==> src/rtl/key_debounce_pkg.sv <==
// Shared lab-wide debounce types and constants.
// State encoding is fixed so later labs can decode it directly.
package key_debounce_pkg;

    typedef enum logic [1:0] {
        IDLE_HI = 2'b00,
        WAIT_LO = 2'b01,
        IDLE_LO = 2'b10,
        WAIT_HI = 2'b11
    } db_state_e;

    // 10 ms of stable samples at 50 MHz
    localparam int DEBOUNCE_50MHZ = 500000;
    localparam int DEBOUNCE_CNT_W = 20;

    function automatic logic is_wait(input db_state_e s);
        return (s == WAIT_LO) || (s == WAIT_HI);
    endfunction

endpackage

==> src/rtl/key_debounce_if.sv <==
// Button-side bundle: raw key in, conditioned level and strobes out.
interface key_debounce_if;
    import key_debounce_pkg::*;

    logic key_n;
    logic key_clean;
    logic press;
    logic release_p;
    logic bouncing;

    modport master (
        output key_n,
        input  key_clean,
        input  press,
        input  release_p,
        input  bouncing
    );

    modport slave (
        input  key_n,
        output key_clean,
        output press,
        output release_p,
        output bouncing
    );

endinterface

==> src/rtl/key_debounce_sync_chain.sv <==
// Multi-flop synchroniser for one asynchronous input bit.
// Resets to RST_VAL so an idle active-low input reads as released.
module sync_chain
    import key_debounce_pkg::*;
#(
    parameter int   SYNC_STAGES = 2,
    parameter logic RST_VAL     = 1'b1
) (
    input  logic clk_i,
    input  logic rst_ni,
    input  logic d_i,
    output logic q_o
);

    logic [SYNC_STAGES-1:0] sync_q;
    logic [SYNC_STAGES-1:0] sync_d;

    assign sync_d = {sync_q[SYNC_STAGES-2:0], d_i};

    always_ff @(posedge clk_i or negedge rst_ni) begin
        if (!rst_ni) begin
            sync_q <= {SYNC_STAGES{RST_VAL}};
        end else begin
            sync_q <= sync_d;
        end
    end

    assign q_o = sync_q[SYNC_STAGES-1];

endmodule

==> src/rtl/key_debounce.sv <==
// Pushbutton debouncer: synchronise, qualify a stable level,
// emit a clean active-low level plus press/release strobes.
module key_debounce
    import key_debounce_pkg::*;
#(
    parameter int SYNC_STAGES   = 2,
    parameter int STABLE_CYCLES = DEBOUNCE_50MHZ,
    parameter int CNT_W         = DEBOUNCE_CNT_W
) (
    input  logic         clock,
    input  logic         resetn,
    key_debounce_if.slave key
);

    localparam logic [CNT_W-1:0] CNT_LAST = CNT_W'(STABLE_CYCLES - 1);
    localparam logic [CNT_W-1:0] CNT_ONE  = CNT_W'(1);

    logic      s;
    db_state_e state_q, state_d;
    logic [CNT_W-1:0] cnt_q, cnt_d;
    logic      clean_q, clean_d;
    logic      press_q, press_d;
    logic      rel_q, rel_d;
    logic      bounce_q, bounce_d;

    sync_chain #(
        .SYNC_STAGES (SYNC_STAGES),
        .RST_VAL     (1'b1)
    ) u_sync (
        .clk_i  (clock),
        .rst_ni (resetn),
        .d_i    (key.key_n),
        .q_o    (s)
    );

    always_ff @(posedge clock or negedge resetn) begin
        if (!resetn) begin
            state_q  <= IDLE_HI;
            cnt_q    <= '0;
            clean_q  <= 1'b1;
            press_q  <= 1'b0;
            rel_q    <= 1'b0;
            bounce_q <= 1'b0;
        end else begin
            state_q  <= state_d;
            cnt_q    <= cnt_d;
            clean_q  <= clean_d;
            press_q  <= press_d;
            rel_q    <= rel_d;
            bounce_q <= bounce_d;
        end
    end

    always_comb begin
        state_d = state_q;
        cnt_d   = cnt_q;
        clean_d = clean_q;
        press_d = 1'b0;
        rel_d   = 1'b0;
        unique case (state_q)
            IDLE_HI: begin
                if (!s) begin
                    state_d = WAIT_LO;
                    cnt_d   = CNT_ONE;
                end else begin
                    cnt_d   = '0;
                end
            end
            WAIT_LO: begin
                if (s) begin
                    state_d = IDLE_HI;
                    cnt_d   = '0;
                end else if (cnt_q == CNT_LAST) begin
                    state_d = IDLE_LO;
                    cnt_d   = '0;
                    clean_d = 1'b0;
                    press_d = 1'b1;
                end else begin
                    cnt_d   = cnt_q + CNT_ONE;
                end
            end
            IDLE_LO: begin
                if (s) begin
                    state_d = WAIT_HI;
                    cnt_d   = CNT_ONE;
                end else begin
                    cnt_d   = '0;
                end
            end
            WAIT_HI: begin
                if (!s) begin
                    state_d = IDLE_LO;
                    cnt_d   = '0;
                end else if (cnt_q == CNT_LAST) begin
                    state_d = IDLE_HI;
                    cnt_d   = '0;
                    clean_d = 1'b1;
                    rel_d   = 1'b1;
                end else begin
                    cnt_d   = cnt_q + CNT_ONE;
                end
            end
            default: begin
                state_d = IDLE_HI;
                cnt_d   = '0;
                clean_d = 1'b1;
            end
        endcase
        bounce_d = is_wait(state_d);
    end

    assign key.key_clean = clean_q;
    assign key.press     = press_q;
    assign key.release_p = rel_q;
    assign key.bouncing  = bounce_q;

endmodule

==> src/flat_wrapper.sv <==
// flat-port wrapper written by rule: the top's interface ports become plain ports
module key_debounce_flat import key_debounce_pkg::*;
#(
    parameter int SYNC_STAGES   = 2,
    parameter int STABLE_CYCLES = DEBOUNCE_50MHZ,
    parameter int CNT_W         = DEBOUNCE_CNT_W
)
  (clock, resetn, key_key_n, key_key_clean, key_press, key_release_p, key_bouncing);
  key_debounce_if key_i ();
  input  logic clock;
  input  logic resetn;
  input wire logic [$bits(key_i.key_n)-1:0] key_key_n;
  output wire logic [$bits(key_i.key_clean)-1:0] key_key_clean;
  output wire logic [$bits(key_i.press)-1:0] key_press;
  output wire logic [$bits(key_i.release_p)-1:0] key_release_p;
  output wire logic [$bits(key_i.bouncing)-1:0] key_bouncing;
  assign key_i.key_n = key_key_n;
  assign key_key_clean = key_i.key_clean;
  assign key_press = key_i.press;
  assign key_release_p = key_i.release_p;
  assign key_bouncing = key_i.bouncing;
  key_debounce #(.SYNC_STAGES(SYNC_STAGES), .STABLE_CYCLES(STABLE_CYCLES), .CNT_W(CNT_W)) u_core (.clock(clock), .resetn(resetn), .key(key_i));
endmodule
==> config.mk <==
export PLATFORM = sky130hd
export DESIGN_NAME = key_debounce_flat
export DESIGN_NICKNAME = d
export VERILOG_FILES = /design/src/rtl/key_debounce_pkg.sv /design/src/rtl/key_debounce_if.sv /design/src/rtl/key_debounce_sync_chain.sv /design/src/rtl/key_debounce.sv /design/src/flat_wrapper.sv
export SDC_FILE = /design/constraint.sdc
export NUM_CORES = 1
export LEC_CHECK = 0
export BUFFER_PORTS_ARGS = -buffer_cell sky130_fd_sc_hd__buf_4
export CAP_MARGIN = 5
export CORE_MARGIN = 1
export CORE_UTILIZATION = 60
export CTS_BUF_LIST = sky130_fd_sc_hd__clkbuf_8
export DETAILED_ROUTE_END_ITERATION = 7
export PLACE_DENSITY = 0.78
export REMOVE_ABC_BUFFERS = 1
export SKIP_LAST_GASP = 1
export SLEW_MARGIN = 0
export SYNTH_ARGS = -nofsm -noshare
export SYNTH_HDL_FRONTEND = slang
export SYNTH_HIERARCHICAL = 1
export SYNTH_SLANG_ARGS = --single-unit
==> constraint.sdc <==
create_clock -name clock -period 4.6 [get_ports clock]
set_input_delay 0.92 -clock clock [delete_from_list [all_inputs] [get_ports clock]]
set_output_delay 0.92 -clock clock [all_outputs]
set_load 0.01 [all_outputs]
==> metrics.txt <==
# TYPE chip_impl_metric gauge
chip_impl_info{name="clock_tree.root_cell",value="clkbuf_8"} 1
chip_impl_info{name="worst_setup_path_startpoint",value="u_core/cnt_q[0]$_DFF_PN0_"} 1
chip_impl_info{name="layout_common_cells",value="25 x dfrtp_1, 17 x nor2_1, 11 x nand2_1"} 1
chip_impl_metric{name="post_cts.repair.setup_buffers",unit=""} 0
chip_impl_metric{name="post_drt_wl_per_cell",unit="um"} 15.5
chip_impl_metric{name="power.static_leakage",unit="nW"} 0.603
chip_impl_metric{name="max_cap_viol_count",unit=""} 0
chip_impl_metric{name="critPathBufInv",unit=""} 0
chip_impl_metric{name="cts_resized",unit=""} 0
chip_impl_metric{name="portBuffers",unit=""} 6
chip_impl_metric{name="drtIter0Drc",unit=""} 37
chip_impl_metric{name="synth.ff_latch_count",unit=""} 28
chip_impl_metric{name="overflow",unit=""} 0
chip_impl_metric{name="route.detailed.vias_per_inst",unit=""} 5.99
chip_impl_info{name="critical-path-slowest-cell",value="o211ai_2"} 1
chip_impl_metric{name="setup_tns",unit="ns"} 0
chip_impl_info{name="timing.hold.worst.class",value="reg2reg"} 1
chip_impl_metric{name="final_hold_viol_count",unit=""} 0
chip_impl_metric{name="detailed_place.area",unit="um^2"} 1380
chip_impl_metric{name="worst_ep_arrival_time",unit="ns"} 2.28
chip_impl_metric{name="postLayoutCellArea",unit="um^2"} 1450
chip_impl_info{name="hold_start",value="u_core/u_sync/sync_q[0]$_DFF_PN1_"} 1
chip_impl_metric{name="chipWidth",unit="um"} 49.0
chip_impl_metric{name="post_synth_arst_share",unit="%"} 100
chip_impl_metric{name="antenna_found_initial",unit=""} 0
chip_impl_metric{name="floorplan.initialDensity",unit="%"} 65.6
chip_impl_metric{name="cts.hold.buffers_added",unit=""} 0
chip_impl_info{name="criticalPathCategory",value="reg2reg"} 1
chip_impl_info{name="cts_tree",value="built"} 1
chip_impl_metric{name="fmax",unit="MHz"} 464
chip_impl_metric{name="yosysWarnings",unit=""} 6
chip_impl_metric{name="synth_cells",unit=""} 126
chip_impl_metric{name="timing.final.crit_share",unit="%"} 46.8
chip_impl_metric{name="largest_net_degree_at_the_start_of_global_routing",unit=""} 29
chip_impl_info{name="crit_family",value="compound AO/OA/AOI/OAI gates"} 1
chip_impl_metric{name="routed-via-count",unit=""} 952
chip_impl_metric{name="timing_max_transition_violations_final",unit=""} 0
chip_impl_metric{name="timing.reg2reg.setup_slack",unit="ns"} 2.45
chip_impl_metric{name="die_h",unit="um"} 49.0
chip_impl_metric{name="flow.area_growth_from_synthesis",unit="%"} 9.62
chip_impl_metric{name="power-per-cell-area",unit="nW/um^2"} 314
chip_impl_metric{name="clkSinkCount",unit=""} 28
chip_impl_metric{name="final.setup_skew",unit="ns"} 0.00129
chip_impl_metric{name="detail-route-antenna-nets",unit=""} 0
chip_impl_metric{name="insertion_delay",unit="ns"} 0.27
chip_impl_metric{name="first_global_vias",unit=""} 887
chip_impl_metric{name="place.detailed.hpwl",unit="um"} 1690
chip_impl_metric{name="core_region_area",unit="um^2"} 2020
chip_impl_metric{name="tightest_slew",unit="ns"} 0.779
chip_impl_info{name="rsz0062_at_grt",value="no"} 1
chip_impl_metric{name="finish.net_count",unit=""} 137
chip_impl_metric{name="power_switching",unit="mW"} 0.0864
chip_impl_metric{name="cts_buffer_depth",unit=""} 2
chip_impl_info{name="run_status",value="complete, no violations"} 1
chip_impl_metric{name="ir_worst_vdd",unit="uV"} 284
chip_impl_info{name="timing.critical_path.cells",value="ha_1 > and4_2 > nand3_1 > o211ai_2 > nor2_1"} 1
chip_impl_metric{name="clockPowerShare",unit="%"} 41.7
chip_impl_metric{name="combinationalPowerShare",unit="%"} 3.0
chip_impl_metric{name="firstDrtPassIters",unit=""} 4
chip_impl_info{name="r2r-start",value="u_core/cnt_q[0]$_DFF_PN0_"} 1
chip_impl_metric{name="design.portCount",unit=""} 7
chip_impl_metric{name="yosysUniqueCellTypes",unit=""} 35
chip_impl_metric{name="synth_enable_flop_cells",unit=""} 0
chip_impl_metric{name="required_time_at_the_endpoint_of_the_critical_path",unit="ns"} 4.73
chip_impl_metric{name="cts_buffers",unit=""} 3
chip_impl_metric{name="p_seq_share",unit="%"} 55.3
chip_impl_info{name="crit_path_end_kind",value="flop"} 1
chip_impl_metric{name="placementRows",unit=""} 16
chip_impl_metric{name="netSwitchingFraction",unit="%"} 18.9
chip_impl_metric{name="final_layout_size_suffix_gt1_share",unit="%"} 14.4
chip_impl_metric{name="post-route-min-period",unit="ns"} 2.15
chip_impl_metric{name="first_pass_grt_wire_length",unit="um"} 4210
chip_impl_metric{name="drcViolationCount",unit=""} 0
chip_impl_metric{name="gp_congestion",unit=""} 0.862
chip_impl_metric{name="floorplan.die_area",unit="um^2"} 2400
chip_impl_info{name="postSynth.topFlopCell",value="dfrtp_1"} 1
chip_impl_metric{name="postSynthAreaPerCell",unit="um^2"} 10.5
chip_impl_metric{name="setup_viol",unit=""} 0
chip_impl_metric{name="clkSlewWorstSetupHoldPaths",unit="ns"} 0.09
chip_impl_metric{name="critical-path-max-stage-delay",unit="ns"} 0.68
chip_impl_metric{name="htree_levels",unit=""} 1
chip_impl_info{name="mostFrequentLayoutCell",value="dfrtp_1"} 1
chip_impl_metric{name="final.fill_count",unit=""} 141
chip_impl_metric{name="power_report.internal_total",unit="mW"} 0.370
chip_impl_metric{name="synth.cell_area",unit="um^2"} 1330
chip_impl_metric{name="detail_route.wirelength",unit="um"} 2470
chip_impl_info{name="worstSetupStartpointType",value="flop"} 1
chip_impl_metric{name="multi_input_comb_area",unit="um^2"} 596
chip_impl_metric{name="ff_latch_area",unit="um^2"} 704
chip_impl_metric{name="synth_sequential_area_ratio",unit="%"} 53.1
chip_impl_metric{name="n_antenna_cell",unit=""} 0
chip_impl_metric{name="grtUsageTotal",unit="%"} 23.4
chip_impl_metric{name="crit_fanout",unit=""} 19
chip_impl_metric{name="slew_headroom",unit="%"} 47.9
[logic make-up after synthesis]
| family | after synthesis | share of synthesized area (%) |
|---|---|---|
| adders and majority gates | 1 | 0.943 |
| DFF | 28 | 53.1 |
| xor gates and xnor gates | 16 | 10.6 |
| and+or+nand+nor | 63 | 26.5 |
| buffers and inverters | 5 | 1.98 |
| AOI/OAI and AO/OA | 13 | 6.89 |
[path summary, 6_finish.rpt]
check / to / cells after the start
min: u_core/u_sync/sync_q[1]$_DFF_PN1_ / 0
min reg2reg: u_core/u_sync/sync_q[1]$_DFF_PN1_ / 0
max in group asynchronous: u_core/u_sync/sync_q[1]$_DFF_PN1_ / 1
max reg2reg: u_core/cnt_q[14]$_DFF_PN0_ / 5
max: u_core/cnt_q[14]$_DFF_PN0_ / 5
min in group asynchronous: u_core/cnt_q[17]$_DFF_PN0_ / 1
[sequential cells by signal, indices dropped and copies added (netlist names)]
signal	cells
u_core/cnt_q	20
u_core/key.bouncing	1
u_core/key.key_clean	1
u_core/key.press	1
u_core/key.release_p	1
u_core/state_q	2
u_core/u_sync/sync_q	2
[per-stage QoR]
stage | total power, mW | worst slack (ns) | instances | hold slack (ns) | util, %
floorplan | 0.262 | 2.82 | 122 | 0.345 | -
global placement | 0.271 | 2.57 | 155 | 0.345 | 68.4
detailed placement | 0.271 | 2.47 | 155 | 0.352 | 68.4
CTS | 0.462 | 2.43 | 159 | 0.366 | 71.9
global route | 0.470 | 2.23 | 159 | 0.372 | 71.9
finish | 0.457 | 2.45 | 159 | 0.363 | 71.9
[per-layer routing]
metal,share of wire [%],track usage [%],up-vias
li1,-,-,457
met1,47,34.6,464
met2,46,34.5,27
met3,5.1,2.80,4
met4,1.1,10.8,0
met5,0,0,-
[Yosys cell counts (3+ instances only)]
library cell | n | area share, %
dfstp_2 | 3 | 5.9
nor3_1 | 5 | 1.9
nor4_1 | 3 | 1.4
a21oi_1 | 3 | 1.1
xnor2_1 | 7 | 4.6
o21a_1 | 3 | 1.7
xor2_1 | 9 | 5.9
nor2_1 | 17 | 4.8
dfrtp_1 | 25 | 47
nand3_1 | 5 | 1.9
nand4_1 | 7 | 3.3
nand2_1 | 11 | 3.1
[power by group through the flow]
| stage | combinational (mW) | clock [mW] | sequential, mW |
|---|---|---|---|
| 3_3_place_gp | 0.0136 | 0 | 0.257 |
| 6_report | 0.0137 | 0.190 | 0.253 |
| 2_1_floorplan | 0.00554 | 0 | 0.257 |
| 3_5_place_dp | 0.0139 | 0 | 0.257 |
| 5_1_grt | 0.0157 | 0.201 | 0.253 |
| 4_1_cts | 0.0141 | 0.195 | 0.252 |
[final cells by class]
class                           count  area share [%]
Sequential cell                    28            48.5
Multi-Input combinational cell     93            41.0
Timing Repair Buffer                6            3.10
Tap cell                           27            2.32
Clock buffer                        3            2.84
Clock inverter                      1            2.07
Inverter                            1           0.258
(Power assumes the default switching activity.)
